## config.mk

```make
export PLATFORM = sky130hd
export DESIGN_NAME = airi5c_fetch_align
export DESIGN_NICKNAME = d
export VERILOG_FILES = /design/src/rtl/airi5c_fetch_align.sv
export SDC_FILE = /design/constraint.sdc
export NUM_CORES = 1
export LEC_CHECK = 0
export ABC_AREA = 1
export CORE_MARGIN = 2
export CORE_UTILIZATION = 58
export CTS_CLUSTER_DIAMETER = 200
export DETAILED_ROUTE_END_ITERATION = 6
export HOLD_SLACK_MARGIN = 0.02
export PLACE_DENSITY = 0.88
export RECOVER_POWER = 100
export SYNTH_ARGS = -nofsm -noshare
export SYNTH_HDL_FRONTEND = slang
export SYNTH_SLANG_ARGS = --single-unit
```

## constraint.sdc

```tcl
create_clock -name clk_i -period 7.1 [get_ports clk_i]
set_input_delay 1.065 -clock clk_i [delete_from_list [all_inputs] [get_ports clk_i]]
set_output_delay 1.065 -clock clk_i [all_outputs]
set_load 0.01 [all_outputs]
```

## src/rtl/airi5c_fetch_align.sv

```systemverilog
// airi5c_fetch_align
// Instruction fetch front end. Issues word-aligned requests on the
// instruction memory port, buffers the returned halfwords and hands one
// aligned 16- or 32-bit instruction per handshake to decode. Instructions
// that straddle a word boundary are reassembled from two responses.
//
// Ports
//   clk_i, rst_ni          clock (rising edge), async active-low reset
//   redirect_i/_pc_i       load a new fetch PC, flush buffer and in-flight data
//   imem_req_o/_addr_o     word-aligned request, held until imem_gnt_i
//   imem_gnt_i             request accepted this cycle
//   imem_rvalid_i/_rdata_i response (one per grant), little-endian halfwords
//   imem_err_i             bus error, qualified by imem_rvalid_i
//   inst_valid_o/_ready_i  handshake towards decode
//   inst_o, pc_o           instruction and its PC
//   compressed_o           inst_o is a 16-bit instruction
//   err_o                  fetch fault at pc_o
//
// Every output comes straight from a flop: the next buffer contents are
// computed combinationally and the presented instruction is decoded from
// them before being registered.
module airi5c_fetch_align #(
  parameter int unsigned        XPR_LEN  = 32,
  parameter logic [XPR_LEN-1:0] RESET_PC = 32'h8000_0000
) (
  input  logic               clk_i,
  input  logic               rst_ni,
  input  logic               redirect_i,
  input  logic [XPR_LEN-1:0] redirect_pc_i,
  output logic               imem_req_o,
  output logic [XPR_LEN-1:0] imem_addr_o,
  input  logic               imem_gnt_i,
  input  logic               imem_rvalid_i,
  input  logic [31:0]        imem_rdata_i,
  input  logic               imem_err_i,
  output logic               inst_valid_o,
  input  logic               inst_ready_i,
  output logic [31:0]        inst_o,
  output logic [XPR_LEN-1:0] pc_o,
  output logic               compressed_o,
  output logic               err_o
);

  typedef enum logic [1:0] {
    S_REQ,
    S_RSP,
    S_DROP,
    S_HALT
  } state_t;

  localparam logic [XPR_LEN-1:0] HALF_MASK = {{(XPR_LEN-1){1'b1}}, 1'b0};
  localparam logic [XPR_LEN-1:0] WORD_MASK = {{(XPR_LEN-2){1'b1}}, 2'b00};
  localparam logic [XPR_LEN-1:0] STEP2     = XPR_LEN'(2);
  localparam logic [XPR_LEN-1:0] STEP4     = XPR_LEN'(4);

  state_t               state_q, state_n;
  logic [1:0]           count_q, count_n;
  logic [15:0]          slot_q [3];
  logic [15:0]          slot_n [3];
  logic [2:0]           serr_q, serr_n;
  logic [XPR_LEN-1:0]   fetch_addr_q, fetch_addr_n;
  logic                 skip_lo_q, skip_lo_n;
  logic [XPR_LEN-1:0]   pc_n;

  logic                 fire;
  logic                 grant;
  logic                 rsp_accept;
  logic [1:0]           pop_cnt;
  logic [1:0]           push_cnt;
  logic [1:0]           rem;
  logic                 req_n;
  logic                 valid_n;
  logic [31:0]          inst_n;
  logic                 comp_n;
  logic                 err_n;

  // A handshake coinciding with a redirect is discarded. Only responses
  // to requests issued since the last redirect are ever accepted.
  assign fire       = inst_valid_o & inst_ready_i & ~redirect_i;
  assign grant      = imem_req_o & imem_gnt_i;
  assign rsp_accept = (state_q == S_RSP) & imem_rvalid_i & ~redirect_i;

  // An error entry drains the whole buffer; otherwise pop one or two slots.
  always_comb begin
    pop_cnt = 2'd0;
    if (fire) begin
      if (err_o)             pop_cnt = count_q;
      else if (compressed_o) pop_cnt = 2'd1;
      else                   pop_cnt = 2'd2;
    end
    push_cnt = 2'd0;
    if (rsp_accept) push_cnt = skip_lo_q ? 2'd1 : 2'd2;
  end

  assign rem = count_q - pop_cnt;

  // Shift out popped halfwords, then append the response behind what is
  // left. Requests only go out at count <= 1, so rem + push never exceeds 3.
  always_comb begin
    slot_n = slot_q;
    serr_n = serr_q;
    case (pop_cnt)
      2'd1: begin
        slot_n[0] = slot_q[1];
        slot_n[1] = slot_q[2];
        serr_n[0] = serr_q[1];
        serr_n[1] = serr_q[2];
      end
      2'd2: begin
        slot_n[0] = slot_q[2];
        serr_n[0] = serr_q[2];
      end
      default: ;
    endcase
    if (rsp_accept) begin
      for (int i = 0; i < 3; i++) begin
        if (2'(i) == rem) begin
          slot_n[i] = skip_lo_q ? imem_rdata_i[31:16] : imem_rdata_i[15:0];
          serr_n[i] = imem_err_i;
        end else if (!skip_lo_q && (2'(i) == rem + 2'd1)) begin
          slot_n[i] = imem_rdata_i[31:16];
          serr_n[i] = imem_err_i;
        end
      end
    end
    count_n = redirect_i ? 2'd0 : rem + push_cnt;
  end

  // Request FSM and fetch address. A redirect overrides the +4 advance of
  // a grant in the same cycle; that grant's response is then dropped.
  always_comb begin
    state_n      = state_q;
    fetch_addr_n = fetch_addr_q;
    if (grant) fetch_addr_n = fetch_addr_q + STEP4;
    case (state_q)
      S_REQ: begin
        if (redirect_i)  state_n = grant ? S_DROP : S_REQ;
        else if (grant)  state_n = S_RSP;
      end
      S_RSP: begin
        if (redirect_i)         state_n = imem_rvalid_i ? S_REQ : S_DROP;
        else if (imem_rvalid_i) state_n = imem_err_i ? S_HALT : S_REQ;
      end
      S_DROP: begin
        if (imem_rvalid_i) state_n = S_REQ;
      end
      default: begin
        if (redirect_i) state_n = S_REQ;
      end
    endcase
    if (redirect_i) fetch_addr_n = redirect_pc_i & WORD_MASK;

    if (redirect_i)      skip_lo_n = redirect_pc_i[1];
    else if (rsp_accept) skip_lo_n = 1'b0;
    else                 skip_lo_n = skip_lo_q;

    req_n = (state_n == S_REQ) && (count_n <= 2'd1);

    if (redirect_i)                 pc_n = redirect_pc_i & HALF_MASK;
    else if (fire && !compressed_o && !err_o) pc_n = pc_o + STEP4;
    else if (fire)                  pc_n = pc_o + STEP2;
    else                            pc_n = pc_o;
  end

  // Decode the instruction that will sit at the head of the buffer next
  // cycle. A flagged slot 0, or a flagged slot 1 of a 32-bit instruction,
  // is presented as a fault with zeroed instruction bits.
  always_comb begin
    valid_n = 1'b0;
    inst_n  = 32'h0;
    comp_n  = 1'b0;
    err_n   = 1'b0;
    if (count_n != 2'd0) begin
      if (serr_n[0]) begin
        valid_n = 1'b1;
        err_n   = 1'b1;
      end else if (slot_n[0][1:0] != 2'b11) begin
        valid_n = 1'b1;
        comp_n  = 1'b1;
        inst_n  = {16'h0, slot_n[0]};
      end else if (count_n >= 2'd2) begin
        valid_n = 1'b1;
        if (serr_n[1]) err_n  = 1'b1;
        else           inst_n = {slot_n[1], slot_n[0]};
      end
    end
  end

  // State, buffer and registered outputs.
  always_ff @(posedge clk_i or negedge rst_ni) begin
    if (!rst_ni) begin
      state_q      <= S_REQ;
      count_q      <= 2'd0;
      for (int i = 0; i < 3; i++) slot_q[i] <= 16'h0;
      serr_q       <= 3'b000;
      fetch_addr_q <= RESET_PC & WORD_MASK;
      skip_lo_q    <= RESET_PC[1];
      imem_req_o   <= 1'b0;
      imem_addr_o  <= '0;
      inst_valid_o <= 1'b0;
      inst_o       <= 32'h0;
      pc_o         <= RESET_PC & HALF_MASK;
      compressed_o <= 1'b0;
      err_o        <= 1'b0;
    end else begin
      state_q      <= state_n;
      count_q      <= count_n;
      slot_q       <= slot_n;
      serr_q       <= serr_n;
      fetch_addr_q <= fetch_addr_n;
      skip_lo_q    <= skip_lo_n;
      imem_req_o   <= req_n;
      imem_addr_o  <= fetch_addr_n;
      inst_valid_o <= valid_n;
      inst_o       <= inst_n;
      pc_o         <= pc_n;
      compressed_o <= comp_n;
      err_o        <= err_n;
    end
  end

endmodule

```

== Word level (Yosys, flattened, before mapping) ==
Index checks and enable logic that the tools add are counted.
Word-level totals
  register bits: 188
  input port bits: 71
  output and inout bits: 100
  logic and storage cells: 116
Operators by class
  add/sub/neg operators: 6
  $lt $le $gt $ge: 2
  equal/unequal tests: 9
  multiplexer cells: 59
  bitwise gates (word level): 6
  reductions and logical operators: 18
Operator list (count)
  two-way mux 32 bit: 10
  two-way mux 16 bit: 8
  adder 32 x 3 -> 32 bit (second input constant): 2
  two-way mux 48 bit: 1
  adder 32 x 2 -> 32 bit (second input constant): 1
  two-way mux 2 bit: 16
  case mux 16 bit (2 select lines): 1
  two-way mux 1 bit: 21
  logical NOT 2 bit: 4
  logical AND 1 bit: 6
  case mux 2 bit (3 select lines): 1
  nonzero test 2 bit: 3
  bitwise AND 1 bit: 5
  equality test 1 x 2 -> 1 bit (first input constant): 2
  equality test 2 x 1 -> 1 bit (second input constant): 2
  equality test 2 bit (first input constant): 2
  equality test 2 bit (second input constant): 2
  logical NOT 1 bit: 3
  nonzero test 3 bit: 1
  adder 2 x 1 -> 2 bit (second input constant): 1
  adder 2 bit: 1
  greater-or-equal comparator 2 bit (second input constant): 1
  less-or-equal comparator 2 x 1 -> 1 bit (second input constant): 1
  inequality test 2 bit (second input constant): 1
  4 further kinds: 4

== Logic depth before layout (Yosys ltp) ==
Gate-level depths: netlist of the first run.
  depth in word-level cells: 15
  depth in mapped cells: 20
  depth with buffers taken out: 17

== Worst setup path after synthesis of the first run ==
Ideal clock, no wire load.
  path type: input -> register
  from: in redirect_i
  to: reg inst_o[28]
  library setup time: 0.068 ns
  arrival: 4.130 ns
  required time: 7.032 ns
  path slack: 2.902 ns
  stages on the path: 20
  buffers on the path: 6
  cell sequence: buf_6 > inv_1 > nand2_1 > clkbuf_1 > nor3_1 > ha_1 > buf_2 > inv_1 > clkbuf_1 > ha_1 > nand3b_1 > nand2_1 > nand2_2 > nand2_2 > nor2_4 > nand3_2 > or2_1 > buf_6 > buf_12 > nor2_4
RTL lines
  start, declared: line 28  | input logic redirect_i,
  NOT 1 bit: line 79, 81
  bitwise AND 1 bit: line 79  | assign fire = inst_valid_o & inst_ready_i & ~redirect_i;
  two-way mux 2 bit: line 86  | if (fire) begin
  subtractor 2 bit: line 95  | assign rem = count_q - pop_cnt;
  adder 2 bit: line 126  | count_n = redirect_i ? 2'd0 : rem + push_cnt;
  two-way mux 2 bit *: line 126
  net count_n[1]: line 57  | logic [1:0] count_q, count_n;
  greater-or-equal comparator 2 bit: line 181  | end else if (count_n >= 2'd2) begin
  two-way mux 32 bit: line 181
  two-way mux 32 bit: line 177  | end else if (slot_n[0][1:0] != 2'b11) begin
  two-way mux 32 bit: line 174  | if (serr_n[0]) begin
  two-way mux 32 bit *: line 173  | if (count_n != 2'd0) begin
  net inst_n[28]: line 73  | logic [31:0] inst_n;
  end signal, assigned: line 215  | inst_o <= inst_n;
  end, declared: line 38  | output logic [31:0] inst_o,
The timed path passes the listed nets; every way through them passes the cells marked *.
A chain may end at the register's enable or synchronous reset.

== Worst setup path after layout of the first run ==
  from: in inst_ready_i
  to: reg inst_o[29]
RTL lines
  start, declared: line 37  | input logic inst_ready_i,
  bitwise AND 1 bit * (2 in series): line 79
  two-way mux 2 bit *: line 86
  subtractor 2 bit: line 95
  adder 2 x 1 -> 2 bit: line 120  | end else if (!skip_lo_q && (2'(i) == rem + 2'd1)) begin
  logical NOT 2 bit: line 120
  logical AND 1 bit: line 120
  two-way mux 1 bit: line 120
  two-way mux 1 bit: line 117  | if (2'(i) == rem) begin
  two-way mux 2 bit *: line 115  | if (rsp_accept) begin
  net serr_n[0]: line 60  | logic [2:0] serr_q, serr_n;
  two-way mux 32 bit *: line 174
  two-way mux 32 bit *: line 173
  net inst_n[29]: line 73
Marked as above.

==> results of run 1 <==
where the power goes:
group	switching (W)	leakage [nW]	internal [W]
Clock	0.000401	0.274	0.000487
Sequential	0.000158	1.89	0.00109
Combinational	0.000671	3.30	0.000363
Total	0.00123	5.46	0.00194
final cells by class:
class                           instances  share of cell area, %
Timing Repair Buffer                  176                   14.7
Multi-Input combinational cell        914                   39.9
Tap cell                              220                   2.36
Inverter                              159                   5.13
Sequential cell                       154                   33.1
Clock inverter                         15                   1.22
Clock buffer                           17                   3.65
stage by stage:
step | cell area [µm²] | setup WS [ns] | power, W | hold slack (ns)
3_5_place_dp | 11200 | 1.44 | 0.00228 | 0.517
4_1_cts | 11700 | 1.91 | 0.00317 | 0.526
6_report | 11700 | 1.07 | 0.00316 | 0.518
5_1_grt | 11700 | 0.789 | 0.00333 | 0.559
3_3_place_gp | 11200 | 1.55 | 0.00224 | 0.506
2_1_floorplan | 9680 | 2.90 | 0.00191 | 0.501
sequential cells by signal, indices dropped and copies added (netlist names):
register	count
skip_lo_q	1
inst_o	32
inst_valid_o	1
count_q	2
fetch_addr_q	30
serr_q	3
pc_o	31
slot_q	48
err_o	1
imem_addr_o	1
compressed_o	1
imem_req_o	1
state_q	2
final timing paths:
path	slack [ns]	depth (start not counted)	endpoint	from
max	1.07	14	inst_o[29]	inst_ready_i
min in group asynchronous	2.40	1	fetch_addr_q[25]	rst_ni
max in group asynchronous	1.85	1	slot_q[27]	rst_ni
max reg2reg	1.86	13	inst_o[29]	inst_valid_o
min	0.52	2	pc_o[31]	pc_o[31]
min reg2reg	0.52	2	pc_o[31]	pc_o[31]
worst max-delay path, delay by kind of cell:
kind,cells,cell delay [ns]
AND/OR/NAND/NOR,9,2.44
buffers and inverters,3,1.15
AO/OA/AOI/OAI,1,1.13
adder cells (fa/ha/maj),1,0.50
layer usage:
layer  up-vias  GRT usage [%]  wire, µm
met5         -              0         0
met4         0           13.9      1060
li1       4514              -         -
met3       105           7.91      3450
met2       696           50.9     13500
met1      4591           48.9     12100
Yosys cell counts (5+ instances only):
| cell type | number | area [µm²] |
|---|---|---|
| ha_1 | 8 | 100 |
| nor3_1 | 20 | 100 |
| xor2_1 | 23 | 201 |
| nor2_1 | 115 | 432 |
| nor4_1 | 8 | 50.1 |
| o211ai_1 | 43 | 323 |
| a21oi_1 | 18 | 90.1 |
| buf_2 | 12 | 60.1 |
| o221ai_1 | 26 | 228 |
| a31oi_1 | 6 | 37.5 |
| nand2_2 | 10 | 62.6 |
| clkbuf_1 | 34 | 128 |
| nand4_1 | 21 | 131 |
| buf_4 | 33 | 248 |
| nand3_1 | 100 | 500 |
| o21ai_0 | 113 | 566 |
| dfrtp_1 | 152 | 3800 |
| nand2_4 | 7 | 78.8 |
| nor2_4 | 11 | 124 |
| nand3_2 | 5 | 50.1 |
| nand2_1 | 337 | 1260 |
| inv_1 | 156 | 586 |
cells by family (layout without fill, tap and decap cells):
kind of cell	Yosys count	after routing	share of synthesized area, %
and+or+nand+nor	651	651	30.7
buffers and inverters	246	367	11.5
AOI/OAI and AO/OA	227	227	14.7
DFF	154	154	39.9
xor gates and xnor gates	25	25	2.26
adders and majority gates	8	8	1.03
other	1	3	0.0388
==> results.json, run 1 <==
{
  "max_cap_viol_count": 1,
  "vdd.ir_drop.worst_v": 0.000201,
  "clock_sinks": 154,
  "io_pins": 171,
  "utilization_pct": 70.9,
  "leakage_nw": 5.46,
  "drtIter0Drc": 1664,
  "synth_edf_count": 0,
  "ys_ff_latch": 154,
  "grt_overflow_total": 0,
  "worstPathMaxFanout": 22,
  "register_area_um2": 3860,
  "wirelength_um": 30100,
  "worstSetupPathType": "input port to register",
  "slowest_stage": "a21oi_1",
  "clkLatencyLatePin_ns": 0.44,
  "clkTransAtPathRegs_ns": 0.06,
  "cts_buffers": 17,
  "crit_required_ns": 7.39,
  "crit_chain": "dlygate4sd3_1, nand2_1, inv_1, nand2_1, nor3_1, ha_1, nor2_1, nand2_4, a21oi_1, nand2_1, nand2_1, or2_1, clkbuf_2, nor2_1",
  "vias_per_cell": 5.99,
  "layout_common_cells": "nand2_1 (342), inv_1 (156), dfrtp_1 (152), nor2_1 (119), o21ai_0 (114)",
  "port_buffers": 166,
  "finalCritPeriodShare_pct": 84.9,
  "finalMaxSlewViolations": 93,
  "layout.cells.non_filler": 1655,
  "timing.fmax_ghz": 0.166,
  "design.core.area_um2": 16500,
  "min_period_ns": 6.03,
  "grt_pass1_wl_um": 47800,
  "p_per_area_nw_per_um2": 271,
  "grt_setup_unrepaired": "false",
  "antenna_found_initial": 0,
  "cp-end-kind": "register",
  "status": "finished with violations",
  "cts_resized": 0,
  "cpPeakStageDelay_ns": 1.13,
  "die_x_um": 133,
  "synth_area_um2": 9670,
  "ys_seq_area_share_pct": 39.9,
  "clock_skew_ns": 0.0121,
  "area_growth_syn_to_layout_pct": 20.6,
  "start_util_pct": 58.8,
  "final_common_cell": "nand2_1",
  "crit_arrival_ns": 6.31,
  "crit_top_cell": "nand2_1",
  "hold_viol": 0,
  "cts_tree": "yes",
  "multi_input_area_um2": 4650,
  "detail-route-antenna-nets": 0,
  "nFillCells": 1323,
  "post_cts_buffers": 0,
  "synthCells": 1312,
  "relSlewSlack_pct": -232,
  "ctsRootBufferMaster": "clkbuf_16",
  "setup_viol": 0,
  "grt_max_degree": 93,
  "die_area_um2": 17700,
  "grt_pass1_vias": 9165,
  "synth_cell_types": 52,
  "antenna_cells": 0,
  "tightest_slew_ns": 4.99,
  "cts_hold_buffers": 0,
  "routedWlPerCell_um": 18.2,
  "gr-usage-all-layers_pct": 34.3,
  "placed_cells": 1623,
  "drc": 0,
  "place.gp.congestion": 0.981,
  "synth-main-ff-cell": "dfrtp_1",
  "fin_setup_tns_ns": 0,
  "async_reset_ff_share_pct": 100,
  "rows": 47,
  "route.vias.total": 9906,
  "yosys_warnings": 0,
  "hpwl_um": 20800,
  "h-tree-depth": 4,
  "nets": 1501,
  "die_h_um": 133,
  "cts_buffer_depth": 2,
  "violations": "capacitance limit, slew limit",
  "syn_area_per_cell_um2": 7.37,
  "startpoint_type": "input port",
  "hold_class": "register to register",
  "drt-pass1-iter-count": 6,
  "drive_gt1_share_pct": 5.71
}
Note: power is estimated with default switching activity, not from simulation.
==> inputs of run 2 (changes only) <==
--- a/config.mk
+++ b/config.mk
@@ -7,11 +7,11 @@
 export LEC_CHECK = 0
 export ABC_AREA = 1
 export CORE_MARGIN = 2
-export CORE_UTILIZATION = 58
+export CORE_UTILIZATION = 54
 export CTS_CLUSTER_DIAMETER = 200
 export DETAILED_ROUTE_END_ITERATION = 6
 export HOLD_SLACK_MARGIN = 0.02
-export PLACE_DENSITY = 0.88
+export PLACE_DENSITY = 0.83
 export RECOVER_POWER = 100
 export SYNTH_ARGS = -nofsm -noshare
 export SYNTH_HDL_FRONTEND = slang
==> constraint.sdc (replaced) <==
create_clock -name clk_i -period 5.7 [get_ports clk_i]
set_input_delay 0.855 -clock clk_i [delete_from_list [all_inputs] [get_ports clk_i]]
set_output_delay 0.855 -clock clk_i [all_outputs]
set_load 0.01 [all_outputs]
==> run 2 against run 1 <==
Compared with the run above: highest routed layer unchanged; routed wire length grew 1.5%; die area rose by 7.2%; power rose by 29%; the flow still finishes with violations (capacitance limit, slew limit); sequential share of layout area fell by 0.36 points; final cell count is 0.60% higher; sequential cell count unchanged; register-to-register slack got worse by 0.49 ns; clock-buffer cell count increased by 2; combinational power grew 25%; worst setup slack worse by 0.23 ns.
==> results.json, run 2 (synthesized netlist as in run 1, its figures left out) <==
{
  "die_area_um2": 19000,
  "gr-usage-all-layers_pct": 32.8,
  "r2r_start": "inst_valid_o",
  "startpoint_type": "input port",
  "cts_tree": "yes",
  "rrSetupSlack_ns": 1.37,
  "drt-pass1-iter-count": 6,
  "grt_setup_unrepaired": "false",
  "ctsRootBufferMaster": "clkbuf_16",
  "violations": "capacitance limit, slew limit",
  "antenna_found_initial": 0,
  "pwr-share-clk_pct": 30.4,
  "io_pins": 171,
  "grt_max_degree": 102,
  "holdWs_ns": 0.521,
  "crit_arrival_ns": 5.19,
  "drtIter0Drc": 1344,
  "layout_common_cells": "nand2_1 (341), inv_1 (156), dfrtp_1 (152), nor2_1 (117), o21ai_0 (113)",
  "min_period_ns": 4.85,
  "max_flop_register": "slot_q",
  "setup_viol": 0,
  "p_per_area_nw_per_um2": 345,
  "drc": 0,
  "crit_start": "inst_ready_i",
  "cts_hold_buffers": 0,
  "cts_buffer_depth": 2,
  "vias_per_cell": 5.85,
  "place_area_um2": 11200,
  "hold_class": "register to register",
  "area_growth_syn_to_layout_pct": 21.9,
  "nets": 1506,
  "swShare_pct": 37.2,
  "worst_slack_ns": 0.846,
  "dp_slack_ns": 0.634,
  "finalCritPeriodShare_pct": 85.2,
  "antenna_cells": 0,
  "top_regs": "slot_q x48, inst_o x32, pc_o x31",
  "regToRegEndpoint": "inst_o[12]",
  "seqPwrFrac_pct": 37.9,
  "switching_power_w": 0.00151,
  "routedWlPerCell_um": 18.3,
  "die_x_um": 138,
  "nFillCells": 1470,
  "vdd.ir_drop.worst_v": 0.000230,
  "finalMaxSlewViolations": 145,
  "design.core.area_um2": 17400,
  "wirelength_um": 30600,
  "die_h_um": 138,
  "h-tree-depth": 4,
  "cp-end-kind": "register",
  "relSlewSlack_pct": -77.7,
  "status": "finished with violations",
  "register_area_um2": 3860,
  "detail-route-antenna-nets": 0,
  "clock_sinks": 154,
  "tightest_slew_ns": 2.67,
  "leakage_nw": 5.53,
  "largest_reg_flops": 48,
  "worstRegToRegCells": 16,
  "max_cap_viol_count": 2,
  "timing.fmax_ghz": 0.206,
  "finalPower_w": 0.00407,
  "route.vias.total": 9748,
  "min_from": "pc_o[31]",
  "clock_skew_ns": 0.0102,
  "final_area_um2": 11800,
  "final_common_cell": "nand2_1",
  "port_buffers": 166,
  "hold_viol": 0,
  "clkTransAtPathRegs_ns": 0.07,
  "cts_resized": 0,
  "post_cts_buffers": 0,
  "grt_overflow_total": 0,
  "rows": 48,
  "start_util_pct": 55.5,
  "place.gp.congestion": 0.917,
  "min_path_cells": 2,
  "intPower_w": 0.00256,
  "crit_required_ns": 6.04,
  "hpwl_um": 21500,
  "hold_path_end": "pc_o[31]",
  "grt_pass1_wl_um": 47700,
  "fin_setup_tns_ns": 0,
  "drive_gt1_share_pct": 5.97,
  "multi_input_area_um2": 4680,
  "grt_pass1_vias": 8948,
  "cts_buffers": 17,
  "p_comb_share_pct": 31.7,
  "clkLatencyLatePin_ns": 0.43,
  "worstPathMaxFanout": 22,
  "worstSetupPathType": "input port to register"
}
==> run 2: changes by cell type in the layout (fill, tap and decap cells not counted), sizes merged <==
cell and delta:
buf +1, bufinv +3, clkbuf +6, clkdlybuf4s50 +1, clkinv -4, clkinvlp -1, dlygate4sd3 -1
==> run 2: how the worst max path moves through the flow <==
stage | end | slack, ns
detailed placement | inst_o[9] | 0.63
finish | inst_o[12] | 0.85
floorplan | inst_o[28] | 1.71
global placement | inst_o[13] | 0.82
CTS | inst_o[12] | 1.07
global route | inst_o[28] | 0.50
==> run 2: final cells by class <==
cell class,instances,share of cell area (%)
clock inverter,13,1.61
clock buffer,19,3.76
multi-input combinational,914,39.7
sequential,154,32.7
timing repair buffer,181,14.8
inverter,159,5.07
tap,225,2.39
==> run 2: power by group through the flow <==
stage / combinational, W / clock (W) / sequential, W
after floorplan: 0.000860 / 0 / 0.00152
after global placement: 0.00126 / 0 / 0.00155
after detailed placement: 0.00130 / 0 / 0.00156
after CTS: 0.00131 / 0.00124 / 0.00154
after global routing: 0.00142 / 0.00128 / 0.00157
final: 0.00129 / 0.00124 / 0.00154
==> run 2: metrics by stage <==
step,utilization (%),std cells
after floorplan,-,1314
after CTS,68.1,1665
after global placement,64.4,1633
after global routing,67.7,1665
final,67.7,1665
after detailed placement,64.4,1633
==> run 2: critical path, cell delays in order <==
cell and delay, ns:
clkdlybuf4s50_1 0.45, nand2_1 0.14, inv_1 0.11, nand2_1 0.06, buf_4 0.24, nor3_1 0.42
ha_1 0.52, inv_1 0.42, ha_1 0.34, nand3b_1 0.16, nand2_1 0.12, nor2_1 0.06
nor2_1 0.30, nor2_1 0.10, inv_1 0.08, nand3_1 0.48, nor2_1 0.30
==> run 2: layer usage <==
layer	share of wire [%]	track usage [%]
met3	10	6.21
met2	44	48.8
met5	0	0
met4	2.2	10.4
met1	43	48.3
==> inputs of run 3 (changes only) <==
--- a/config.mk
+++ b/config.mk
@@ -6,6 +6,7 @@
 export NUM_CORES = 1
 export LEC_CHECK = 0
 export ABC_AREA = 1
+export CORE_ASPECT_RATIO = 1.25
 export CORE_MARGIN = 2
 export CORE_UTILIZATION = 54
 export CTS_CLUSTER_DIAMETER = 200
==> run 3 against run 2 <==
Compared with the run above: the flow still finishes with violations (capacitance limit, slew limit); combinational power decreased by 3%; first-iteration DRC count fell by 13%; via count fell by 0.33%; worst setup slack lost 0.068 ns; sequential share of layout area grew 0.36 points; core utilization shrank 1.1 points; critical path depth is 4 lower; final cell count fell by 0.12%; clock-buffer cell count shrank 1; critical endpoint is now slot_q[12].
==> results.json, run 3 (synthesized netlist as in run 1, its figures left out) <==
{
  "status": "finished with violations",
  "violations": "capacitance limit, slew limit",
  "clock_sinks": 154,
  "finalPower_w": 0.00394,
  "drtIter0Drc": 1165,
  "start_util_pct": 55.3,
  "finalMaxSlewViolations": 115,
  "die_x_um": 124,
  "gr-usage-all-layers_pct": 32.9,
  "cts_buffers": 17,
  "p_per_area_nw_per_um2": 337,
  "cts_resized": 0,
  "ctsRootBufferMaster": "clkbuf_16",
  "clock_skew_ns": 0.0131,
  "max_flop_register": "slot_q",
  "area_growth_syn_to_layout_pct": 20.6,
  "drt-pass1-iter-count": 6,
  "grt_pass1_vias": 9346,
  "crit_required_ns": 6.05,
  "design.core.area_um2": 17500,
  "final_common_cell": "nand2_1",
  "crit_buf_inv": 3,
  "die_area_um2": 19000,
  "antenna_found_initial": 0,
  "vdd.ir_drop.worst_v": 0.000213,
  "top_regs": "slot_q x48, inst_o x32, pc_o x31",
  "grt_max_degree": 115,
  "cts_tree": "yes",
  "cpPeakStageDelay_ns": 0.88,
  "route.vias.total": 9716,
  "cp-end-kind": "register",
  "nFillCells": 1501,
  "antenna_cells": 0,
  "utilization_pct": 66.7,
  "worstPathMaxFanout": 28,
  "min_from": "pc_o[31]",
  "relSlewSlack_pct": -90.7,
  "drive_gt1_share_pct": 5.49,
  "startpoint_type": "input port",
  "max_cap_viol_count": 1,
  "clkLatencyLatePin_ns": 0.44,
  "grt_setup_unrepaired": "false",
  "leakage_nw": 5.48,
  "slowest_stage": "nor2_1",
  "grt_overflow_total": 0,
  "hpwl_um": 22300,
  "h-tree-depth": 4,
  "r2r_start": "inst_valid_o",
  "crit_chain": "dlygate4sd3_1, nand2_1, nor2_1, nand2_1, nand2_1, nand3_1, nand2_1, buf_4, nand2_1, o21ai_2, clkbuf_2, o211ai_1, o21ai_0",
  "place_area_um2": 11200,
  "cts_hold_buffers": 0,
  "cp_top_family": "simple AND/OR/NAND/NOR gates",
  "finalCritPeriodShare_pct": 86.4,
  "post_cts_buffers": 0,
  "crit_start": "inst_ready_i",
  "largest_reg_flops": 48,
  "holdWs_ns": 0.528,
  "layout_common_cells": "nand2_1 (343), inv_1 (156), dfrtp_1 (152), nor2_1 (123), o21ai_0 (114)",
  "tightest_slew_ns": 2.86,
  "crit_top_cell": "nand2_1",
  "fin_setup_tns_ns": 0,
  "routedWlPerCell_um": 18.4,
  "rows": 54,
  "hold_viol": 0,
  "die_h_um": 154,
  "wirelength_um": 30600,
  "setup_viol": 0,
  "clkTransAtPathRegs_ns": 0.07,
  "place.gp.congestion": 1.05,
  "final_area_um2": 11700,
  "nets": 1505,
  "grt_pass1_wl_um": 47900,
  "worstSetupPathType": "input port to register",
  "vias_per_cell": 5.84,
  "min_period_ns": 4.92,
  "crit_arrival_ns": 5.27,
  "detail-route-antenna-nets": 0,
  "register_area_um2": 3860,
  "io_pins": 171,
  "drc": 0,
  "port_buffers": 166,
  "timing.fmax_ghz": 0.203,
  "cts_buffer_depth": 2,
  "hold_class": "register to register",
  "multi_input_area_um2": 4610
}
## run 3: changes by cell type in the layout (fill, tap and decap cells not counted), moves of 2 or more
| cell | delta |
|---|---|
| nor2_1 | +6 |
| nor2_4 | -6 |
| inv_8 | +4 |
| bufinv_16 | -3 |
| clkbuf_1 | -2 |
| clkinv_2 | -2 |
| clkinvlp_4 | +2 |
| nand2_1 | +2 |
## run 3: final timing paths
path / cells after the start / slack [ns] / endpoint
setup / recovery: 13 / 0.78 / slot_q[12]
hold reg to reg: 2 / 0.53 / pc_o[31]
setup reg to reg: 12 / 1.37 / slot_q[12]
hold / removal: 2 / 0.53 / pc_o[31]
max in group asynchronous: 2 / 2.07 / slot_q[18]
min in group asynchronous: 1 / 1.34 / fetch_addr_q[3]
## run 3: layer usage
layer  vias to the layer above  track usage [%]  share of wire (%)
met5                         -                0                  0
met4                         0             21.7                7.2
met3                       132             4.90                6.8
met2                       522             55.1                 49
met1                      4544             38.7                 37
li1                       4518                -                  -
## run 3: cell type report
class	instances	share of cell area, %
multi-input cells	914	39.5
flip-flops and latches	154	33.1
repair buffers	180	15.0
inverters	159	5.13
clock buffers	18	3.68
well taps	224	2.40
clock inverters	14	1.29
## run 3: report_power, final
| group | internal [W] | switching, W |
|---|---|---|
| Sequential | 0.00135 | 0.000191 |
| Clock | 0.000620 | 0.000525 |
| Combinational | 0.000453 | 0.000797 |
## run 3: worst reg2reg max path, stage by stage (launching register included)
cell and delay, ns:
dfrtp_1 0.34, nand2_1 0.08, nor2_1 0.88, nand2_1 0.36, nand2_1 0.19, nand3_1 0.09, nand2_1 0.07, buf_4 0.28
nand2_1 0.57, o21ai_2 0.52, clkbuf_2 0.55, o211ai_1 0.19, o21ai_0 0.12
## run 3: metrics by stage
step | instances | setup slack (ns)
2_1_floorplan | 1314 | 1.71
3_3_place_gp | 1631 | 0.918
3_5_place_dp | 1631 | 0.726
4_1_cts | 1663 | 1.17
5_1_grt | 1663 | 0.458
6_report | 1663 | 0.778
